==> config.mk <==
export PLATFORM = sky130hd
export DESIGN_NAME = draw_rect_ctl_flat
export DESIGN_NICKNAME = d
export VERILOG_FILES = /design/src/rtl/draw_rect_ctl_if.sv /design/src/rtl/draw_rect_ctl.sv /design/src/flat_wrapper.sv
export SDC_FILE = /design/constraint.sdc
export NUM_CORES = 1
export LEC_CHECK = 0
export ABC_AREA = 1
export BUFFER_PORTS_ARGS = -buffer_cell sky130_fd_sc_hd__buf_2
export CORE_MARGIN = 10
export CORE_UTILIZATION = 55
export CTS_BUF_LIST = sky130_fd_sc_hd__clkbuf_4 sky130_fd_sc_hd__clkbuf_8 sky130_fd_sc_hd__clkbuf_16
export DETAILED_ROUTE_END_ITERATION = 8
export PLACE_DENSITY = 0.76
export SYNTH_ARGS = -nofsm -noshare
export SYNTH_HDL_FRONTEND = slang
export SYNTH_SLANG_ARGS = --single-unit
==> constraint.sdc <==
create_clock -name clk -period 5.7 [get_ports clk]
set_clock_uncertainty 0.2 [all_clocks]
set_input_delay 1.14 -clock clk [delete_from_list [all_inputs] [get_ports clk]]
set_output_delay 1.14 -clock clk [all_outputs]
set_load 0.05 [all_outputs]
==> src/rtl/draw_rect_ctl_if.sv <==
`default_nettype none
// ============================================================================
// Module      : draw_rect_ctl_if
// Description : Mouse-in / rectangle-position-out bundle for draw_rect_ctl.
//               master = mouse side / consumer, slave = position controller.
// Revision    : 1.0 - initial release
// ============================================================================
interface draw_rect_ctl_if;
  logic [11:0] mouse_xpos;
  logic [11:0] mouse_ypos;
  logic        mouse_left;
  logic [11:0] xpos;
  logic [11:0] ypos;
  logic        falling;

  modport master (
    output mouse_xpos, mouse_ypos, mouse_left,
    input  xpos, ypos, falling
  );

  modport slave (
    input  mouse_xpos, mouse_ypos, mouse_left,
    output xpos, ypos, falling
  );
endinterface
`default_nettype wire

==> src/rtl/draw_rect_ctl.sv <==
`default_nettype none
// ============================================================================
// Module      : draw_rect_ctl
// Description : Rectangle position controller. Follows the mouse (clamped to
//               keep the rectangle on screen) while idle; a left click drops
//               the rectangle under constant gravity until it reaches the
//               bottom edge. Optional bounce behaviour is enabled by defining
//               the macro DRAW_RECT_CTL_BOUNCE_EN.
// Revision    : 1.0 - initial release
// ============================================================================
module draw_rect_ctl #(
  parameter int SCREEN_W = 800,
  parameter int SCREEN_H = 600,
  parameter int RECT_W   = 100,
  parameter int RECT_H   = 100,
  parameter int TICK_DIV = 650000,
  parameter int GRAV     = 1,
  parameter int VMAX     = 20
) (
  input  wire logic       clk,
  input  wire logic       rst,
  draw_rect_ctl_if.slave  bus
);

  localparam logic [12:0] c_XMAX = 13'(SCREEN_W - RECT_W);
  localparam logic [12:0] c_YMAX = 13'(SCREEN_H - RECT_H);
  localparam logic [12:0] c_GRAV = 13'(GRAV);
  localparam logic [12:0] c_VMAX = 13'(VMAX);
  localparam int          c_CNT_W = (TICK_DIV > 1) ? $clog2(TICK_DIV) : 1;
  localparam logic [c_CNT_W-1:0] c_TICK_LAST = c_CNT_W'(TICK_DIV - 1);
  localparam logic [c_CNT_W-1:0] c_CNT_ONE   = c_CNT_W'(1);

`ifdef DRAW_RECT_CTL_BOUNCE_EN
  typedef enum logic [1:0] {
    ST_IDLE   = 2'd0,
    ST_FALL   = 2'd1,
    ST_LANDED = 2'd2,
    ST_RISE   = 2'd3
  } state_t;
`else
  typedef enum logic [1:0] {
    ST_IDLE   = 2'd0,
    ST_FALL   = 2'd1,
    ST_LANDED = 2'd2
  } state_t;
`endif

  state_t               state_q, state_d;
  logic [11:0]          xpos_q, xpos_d;
  logic [11:0]          ypos_q, ypos_d;
  logic                 falling_q, falling_d;
  logic [12:0]          vel_q, vel_d;
  logic [c_CNT_W-1:0]   cnt_q, cnt_d;
  logic                 mouse_left_q;

  logic                 w_click;
  logic                 w_tick;
  logic [11:0]          w_x_clamp;
  logic [11:0]          w_y_clamp;
  logic [12:0]          w_v_inc;
  logic [12:0]          w_v_next;
  logic [12:0]          w_y_sum;
`ifdef DRAW_RECT_CTL_BOUNCE_EN
  logic [12:0]          w_y_rise;
`endif

  // Rising edge of the button only; a held button never re-triggers.
  assign w_click   = bus.mouse_left & ~mouse_left_q;
  assign w_tick    = (cnt_q == c_TICK_LAST);
  assign w_x_clamp = ({1'b0, bus.mouse_xpos} > c_XMAX) ? c_XMAX[11:0] : bus.mouse_xpos;
  assign w_y_clamp = ({1'b0, bus.mouse_ypos} > c_YMAX) ? c_YMAX[11:0] : bus.mouse_ypos;
  // Velocity after this tick's gravity step, saturated at VMAX.
  assign w_v_inc   = vel_q + c_GRAV;
  assign w_v_next  = (w_v_inc > c_VMAX) ? c_VMAX : w_v_inc;
  // 13-bit sum so a large step past the floor is seen as a landing, not a wrap.
  assign w_y_sum   = {1'b0, ypos_q} + w_v_next;
`ifdef DRAW_RECT_CTL_BOUNCE_EN
  // Upward move clamped at the top edge.
  assign w_y_rise  = ({1'b0, ypos_q} > vel_q) ? ({1'b0, ypos_q} - vel_q) : 13'd0;
`endif

  // State register and all datapath flops; async active-low reset.
  always_ff @(posedge clk or negedge rst) begin
    if (!rst) begin
      state_q      <= ST_IDLE;
      xpos_q       <= 12'd0;
      ypos_q       <= 12'd0;
      falling_q    <= 1'b0;
      vel_q        <= 13'd0;
      cnt_q        <= '0;
      mouse_left_q <= 1'b0;
    end else begin
      state_q      <= state_d;
      xpos_q       <= xpos_d;
      ypos_q       <= ypos_d;
      falling_q    <= falling_d;
      vel_q        <= vel_d;
      cnt_q        <= cnt_d;
      mouse_left_q <= bus.mouse_left;
    end
  end

  // Next-state and datapath: tracking, gravity fall, landing (and bounce).
  always_comb begin
    state_d   = state_q;
    xpos_d    = xpos_q;
    ypos_d    = ypos_q;
    falling_d = falling_q;
    vel_d     = vel_q;
    cnt_d     = '0;

    case (state_q)
      ST_IDLE: begin
        if (w_click) begin
          // Position freezes at the registered value; this cycle's mouse
          // sample is deliberately dropped.
          state_d   = ST_FALL;
          falling_d = 1'b1;
          vel_d     = 13'd0;
        end else begin
          xpos_d = w_x_clamp;
          ypos_d = w_y_clamp;
        end
      end

      ST_FALL: begin
        cnt_d = w_tick ? '0 : (cnt_q + c_CNT_ONE);
        if (w_tick) begin
          vel_d = w_v_next;
          if (w_y_sum >= c_YMAX) begin
            ypos_d = c_YMAX[11:0];
`ifdef DRAW_RECT_CTL_BOUNCE_EN
            if (w_v_next >= 13'd2) begin
              vel_d   = w_v_next >> 1;
              state_d = ST_RISE;
            end else begin
              vel_d     = 13'd0;
              state_d   = ST_LANDED;
              falling_d = 1'b0;
            end
`else
            vel_d     = 13'd0;
            state_d   = ST_LANDED;
            falling_d = 1'b0;
`endif
          end else begin
            ypos_d = w_y_sum[11:0];
          end
        end
      end

`ifdef DRAW_RECT_CTL_BOUNCE_EN
      ST_RISE: begin
        cnt_d = w_tick ? '0 : (cnt_q + c_CNT_ONE);
        if (w_tick) begin
          ypos_d = w_y_rise[11:0];
          if (vel_q <= c_GRAV) begin
            vel_d   = 13'd0;
            state_d = ST_FALL;
          end else begin
            vel_d = vel_q - c_GRAV;
          end
        end
      end
`endif

      ST_LANDED: begin
        if (w_click) begin
          state_d = ST_IDLE;
        end
      end

      default: begin
        state_d = ST_IDLE;
      end
    endcase
  end

  assign bus.xpos    = xpos_q;
  assign bus.ypos    = ypos_q;
  assign bus.falling = falling_q;

endmodule
`default_nettype wire

==> src/flat_wrapper.sv <==
// flat-port wrapper written by rule: the top's interface ports become plain ports
module draw_rect_ctl_flat 
#(
  parameter int SCREEN_W = 800,
  parameter int SCREEN_H = 600,
  parameter int RECT_W   = 100,
  parameter int RECT_H   = 100,
  parameter int TICK_DIV = 650000,
  parameter int GRAV     = 1,
  parameter int VMAX     = 20
)
  (clk, rst, bus_mouse_xpos, bus_mouse_ypos, bus_mouse_left, bus_xpos, bus_ypos, bus_falling);
  draw_rect_ctl_if bus_i ();
  input  wire logic clk;
  input  wire logic rst;
  input wire logic [$bits(bus_i.mouse_xpos)-1:0] bus_mouse_xpos;
  input wire logic [$bits(bus_i.mouse_ypos)-1:0] bus_mouse_ypos;
  input wire logic [$bits(bus_i.mouse_left)-1:0] bus_mouse_left;
  output wire logic [$bits(bus_i.xpos)-1:0] bus_xpos;
  output wire logic [$bits(bus_i.ypos)-1:0] bus_ypos;
  output wire logic [$bits(bus_i.falling)-1:0] bus_falling;
  assign bus_i.mouse_xpos = bus_mouse_xpos;
  assign bus_i.mouse_ypos = bus_mouse_ypos;
  assign bus_i.mouse_left = bus_mouse_left;
  assign bus_xpos = bus_i.xpos;
  assign bus_ypos = bus_i.ypos;
  assign bus_falling = bus_i.falling;
  draw_rect_ctl #(.SCREEN_W(SCREEN_W), .SCREEN_H(SCREEN_H), .RECT_W(RECT_W), .RECT_H(RECT_H), .TICK_DIV(TICK_DIV), .GRAV(GRAV), .VMAX(VMAX)) u_core (.clk(clk), .rst(rst), .bus(bus_i));
endmodule
==> summary.txt <==
Status
  – Status: completed

Critical path
  – CP Data Arrival Time: 3.86 ns
  – WS Path Type: flip-flop to flip-flop
  – FF-to-FF End: u_core.bus.ypos[5]
  – CP Data Required Time: 5.73 ns
  – Worst setup SP type: flip-flop
  – R2r startpoint: u_core.vel_q[0]
  – Setup crit start: u_core.vel_q[0]
  – Worst Setup End Kind: flip-flop
  – Crit Path Max Fanout: 10
  – R2R setup slack: 1.87 ns
  – Worst r2r path cells: 24

Logic synthesis
  – Largest area contributor in the netlist: dfrtp_1
  – EDFF count, synth: 0
  – Top area cells in the synthesized netlist: dfrtp_1 (38%), nand2_1 (15%), inv_1 (7.4%), nor2_1 (6.3%), ha_1 (5.0%)
  – Yosys warnings: 0
  – Post-Syn Area: 0.00402 mm²
  – Mapped Cells: 559
  – Post-synth top area share: 0.380
  – Unique masters post-synth: 42
  – Main synth FF type: dfrtp_1
  – Avg Cell Area, Syn: 7.19 µm²
  – Post-synthesis sequential area ratio: 0.380
  – Post-synthesis sequential element count: 61
  – Async SR Flop Fraction: 1.00

Clocking
  – CTS clk-pin slew, worst paths: 0.07 ns
  – Hold-fix buffers at CTS: 0
  – Clk_lat worst skew: 0.35 ns
  – Deepest clock path buffer count: 2
  – H-Tree Depth: 3
  – Post_cts resized: 0
  – Clk root buf: clkbuf_8
  – Num Clock Sinks: 61
  – Post-CTS Setup Bufs: 0
  – CTS tree: yes
  – TritonCTS Buffers: 9

Drt
  – Drt pass-1 iters: 4
  – Wire per inst: 12.7 µm
  – Drt drc: 0
  – Final ANT Viol Nets: 0
  – Via count: 3659
  – DRT Wirelength: 9290 µm
  – Initial drt markers: 198
  – Vias per cell: 5.02

Worst hold path
  – Worst Min Path Start: u_core.cnt_q[0]
  – Worst Hold Depth: 1
  – WHS Endpoint: u_core.cnt_q[0]
  – HP Class: flip-flop to flip-flop

STA
  – Unrepaired setup endpoints after global routing: false
  – Crit path time final: 3.83 ns
  – Final Max Slew Viols: 0
  – Fmax: 0.261 GHz
  – Endpoints failing setup: 0
  – Slew margin rel.: 0.466
  – Final Cycle Share: 0.672
  – Setup total negative slack: 0 ns
  – Final hold viol count: 0
  – Pin slew with the least headroom to its limit: 0.799 ns

Die
  – FP Rows: 31
  – Starting Density: 0.560
  – Die width: 106 µm
  – I/O pins: 52
  – Core ar.: 0.00718 mm²
  – Die Area: 0.0111 mm²
  – Die height: 106 µm

Final layout
  – Commonest non-fill, non-tap cell in the layout: nand2_1
  – Area grow syn2layout: 15.4%
  – Final non-filler cell area: 0.00464 mm²
  – NumNets Final: 668
  – Most frequent cells in the layout: nand2_1 (156), inv_1 (79), nor2_1 (67)
  – Fraction of layout instances using a drive strength above 1: 0.175

Place
  – DP Wirelength: 7200 µm
  – Final GP Congestion: 0.952
  – IO buf count: 51
  – Placed cell area: 0.00441 mm²

Global routing
  – Largest net degree at the start of global routing: 62
  – Vias in the first global route: 3560
  – GRT Total Usage: 0.169
  – GRT overflow: 0
  – First-pass GRT wire length: 15800 µm
  – Initial antenna violation count: 1

Power and ir drop
  – Worst VDD drop: 0.000166 V
  – Pwr Density: 200 mW/mm²
  – Leak: 0.00264 µW

Run
  – Max Cap Viol: 0
==> worst max path at each step <==
| stage | endpoint | slack, ns |
|---|---|---|
| final | u_core.bus.ypos[5] | 1.87 |
| after global routing | u_core.bus.ypos[4] | 1.54 |
| after CTS | u_core.bus.ypos[5] | 1.89 |
| after detailed placement | u_core.bus.ypos[0] | 1.92 |
| after global placement | u_core.bus.ypos[5] | 2.06 |
| after floorplan | u_core.bus.ypos[2] | 2.27 |
==> routing by layer <==
metal | vias to the layer above | share of wire | wire length (µm) | track usage
li1 | 1901 | - | - | -
met1 | 1669 | 0.48 | 4450 | 0.214
met2 | 81 | 0.45 | 4210 | 0.268
met3 | 8 | 0.057 | 534 | 0.0530
met4 | 0 | 0.011 | 105 | 0.0542
met5 | - | 0 | 0 | 0
==> final cells by class <==
cell class / instances / area, µm²
clock buffers: 10 / 138
inverters: 87 / 327
diodes: 1 / 2.50
well taps: 99 / 124
clock inverters: 6 / 93.8
repair buffers: 52 / 263
flip-flops and latches: 61 / 1530
multi-input cells: 413 / 2170
fillers: 654 / 2530
==> worst max-delay path, stage by stage, from the launching register on <==
cell	delay [ns]
dfrtp_1	0.50
ha_1	0.25
nand3_2	0.10
xnor2_1	0.23
nand2_1	0.07
nor2_1	0.26
o211ai_4	0.14
nor2_4	0.10
ha_1	0.21
inv_1	0.07
fa_1	0.37
inv_1	0.08
nand2_1	0.07
nand2_2	0.10
nand3_2	0.08
nand2_2	0.09
nand2_2	0.07
nand2_1	0.08
nand2_1	0.07
nand2_2	0.10
nand3_4	0.10
nor2_8	0.17
nand2_1	0.09
nand2_1	0.06
nand2_1	0.05
==> cells by family after synthesis <==
| group | count (synthesis) | share of synthesized area |
|---|---|---|
| AO/OA/AOI/OAI | 52 | 0.0750 |
| other | 1 | 0.000933 |
| flip-flops | 61 | 0.380 |
| adder cells (fa/ha/maj) | 17 | 0.0548 |
| XOR/XNOR | 10 | 0.0218 |
| buffers and inverters | 92 | 0.0877 |
| AND/OR/NAND/NOR | 326 | 0.380 |
==> where the power goes <==
group / internal, µW / total [µW] / switching (µW)
registers: 433 / 433 / 0.0804
clock network: 262 / 447 / 185
logic: 16.6 / 48.1 / 31.5
==> Yosys cell counts (all sizes together) (4+ instances only) <==
cell and number:
a21oi 27, buf 4, dfrtp 61, ha 16, inv 87, nand2 167, nand3 42, nand3b 6
nand4 10, nor2 80, nor3 11, nor4 4, o21ai 14, xor2 7
==> state kept, by name, summed over array words and instances, names as in the netlist <==
name,count
u_core.state_q,2
u_core.bus.falling,1
u_core.vel_q,13
u_core.bus.ypos,12
u_core.bus.xpos,12
u_core.cnt_q,20
u_core.mouse_left_q,1
==> per-stage QoR <==
stage / worst slack (ns) / power, µW / util / instances / hold WS [ns]
6_report: 1.87 / 928 / 0.647 / 729 / 0.264
5_1_grt: 1.54 / 964 / 0.647 / 728 / 0.286
4_1_cts: 1.89 / 939 / 0.647 / 728 / 0.269
3_5_place_dp: 1.92 / 490 / 0.614 / 712 / 0.259
3_3_place_gp: 2.06 / 489 / 0.614 / 712 / 0.239
2_1_floorplan: 2.27 / 465 / - / 566 / 0.224
Power figures use the tool's default switching activity.
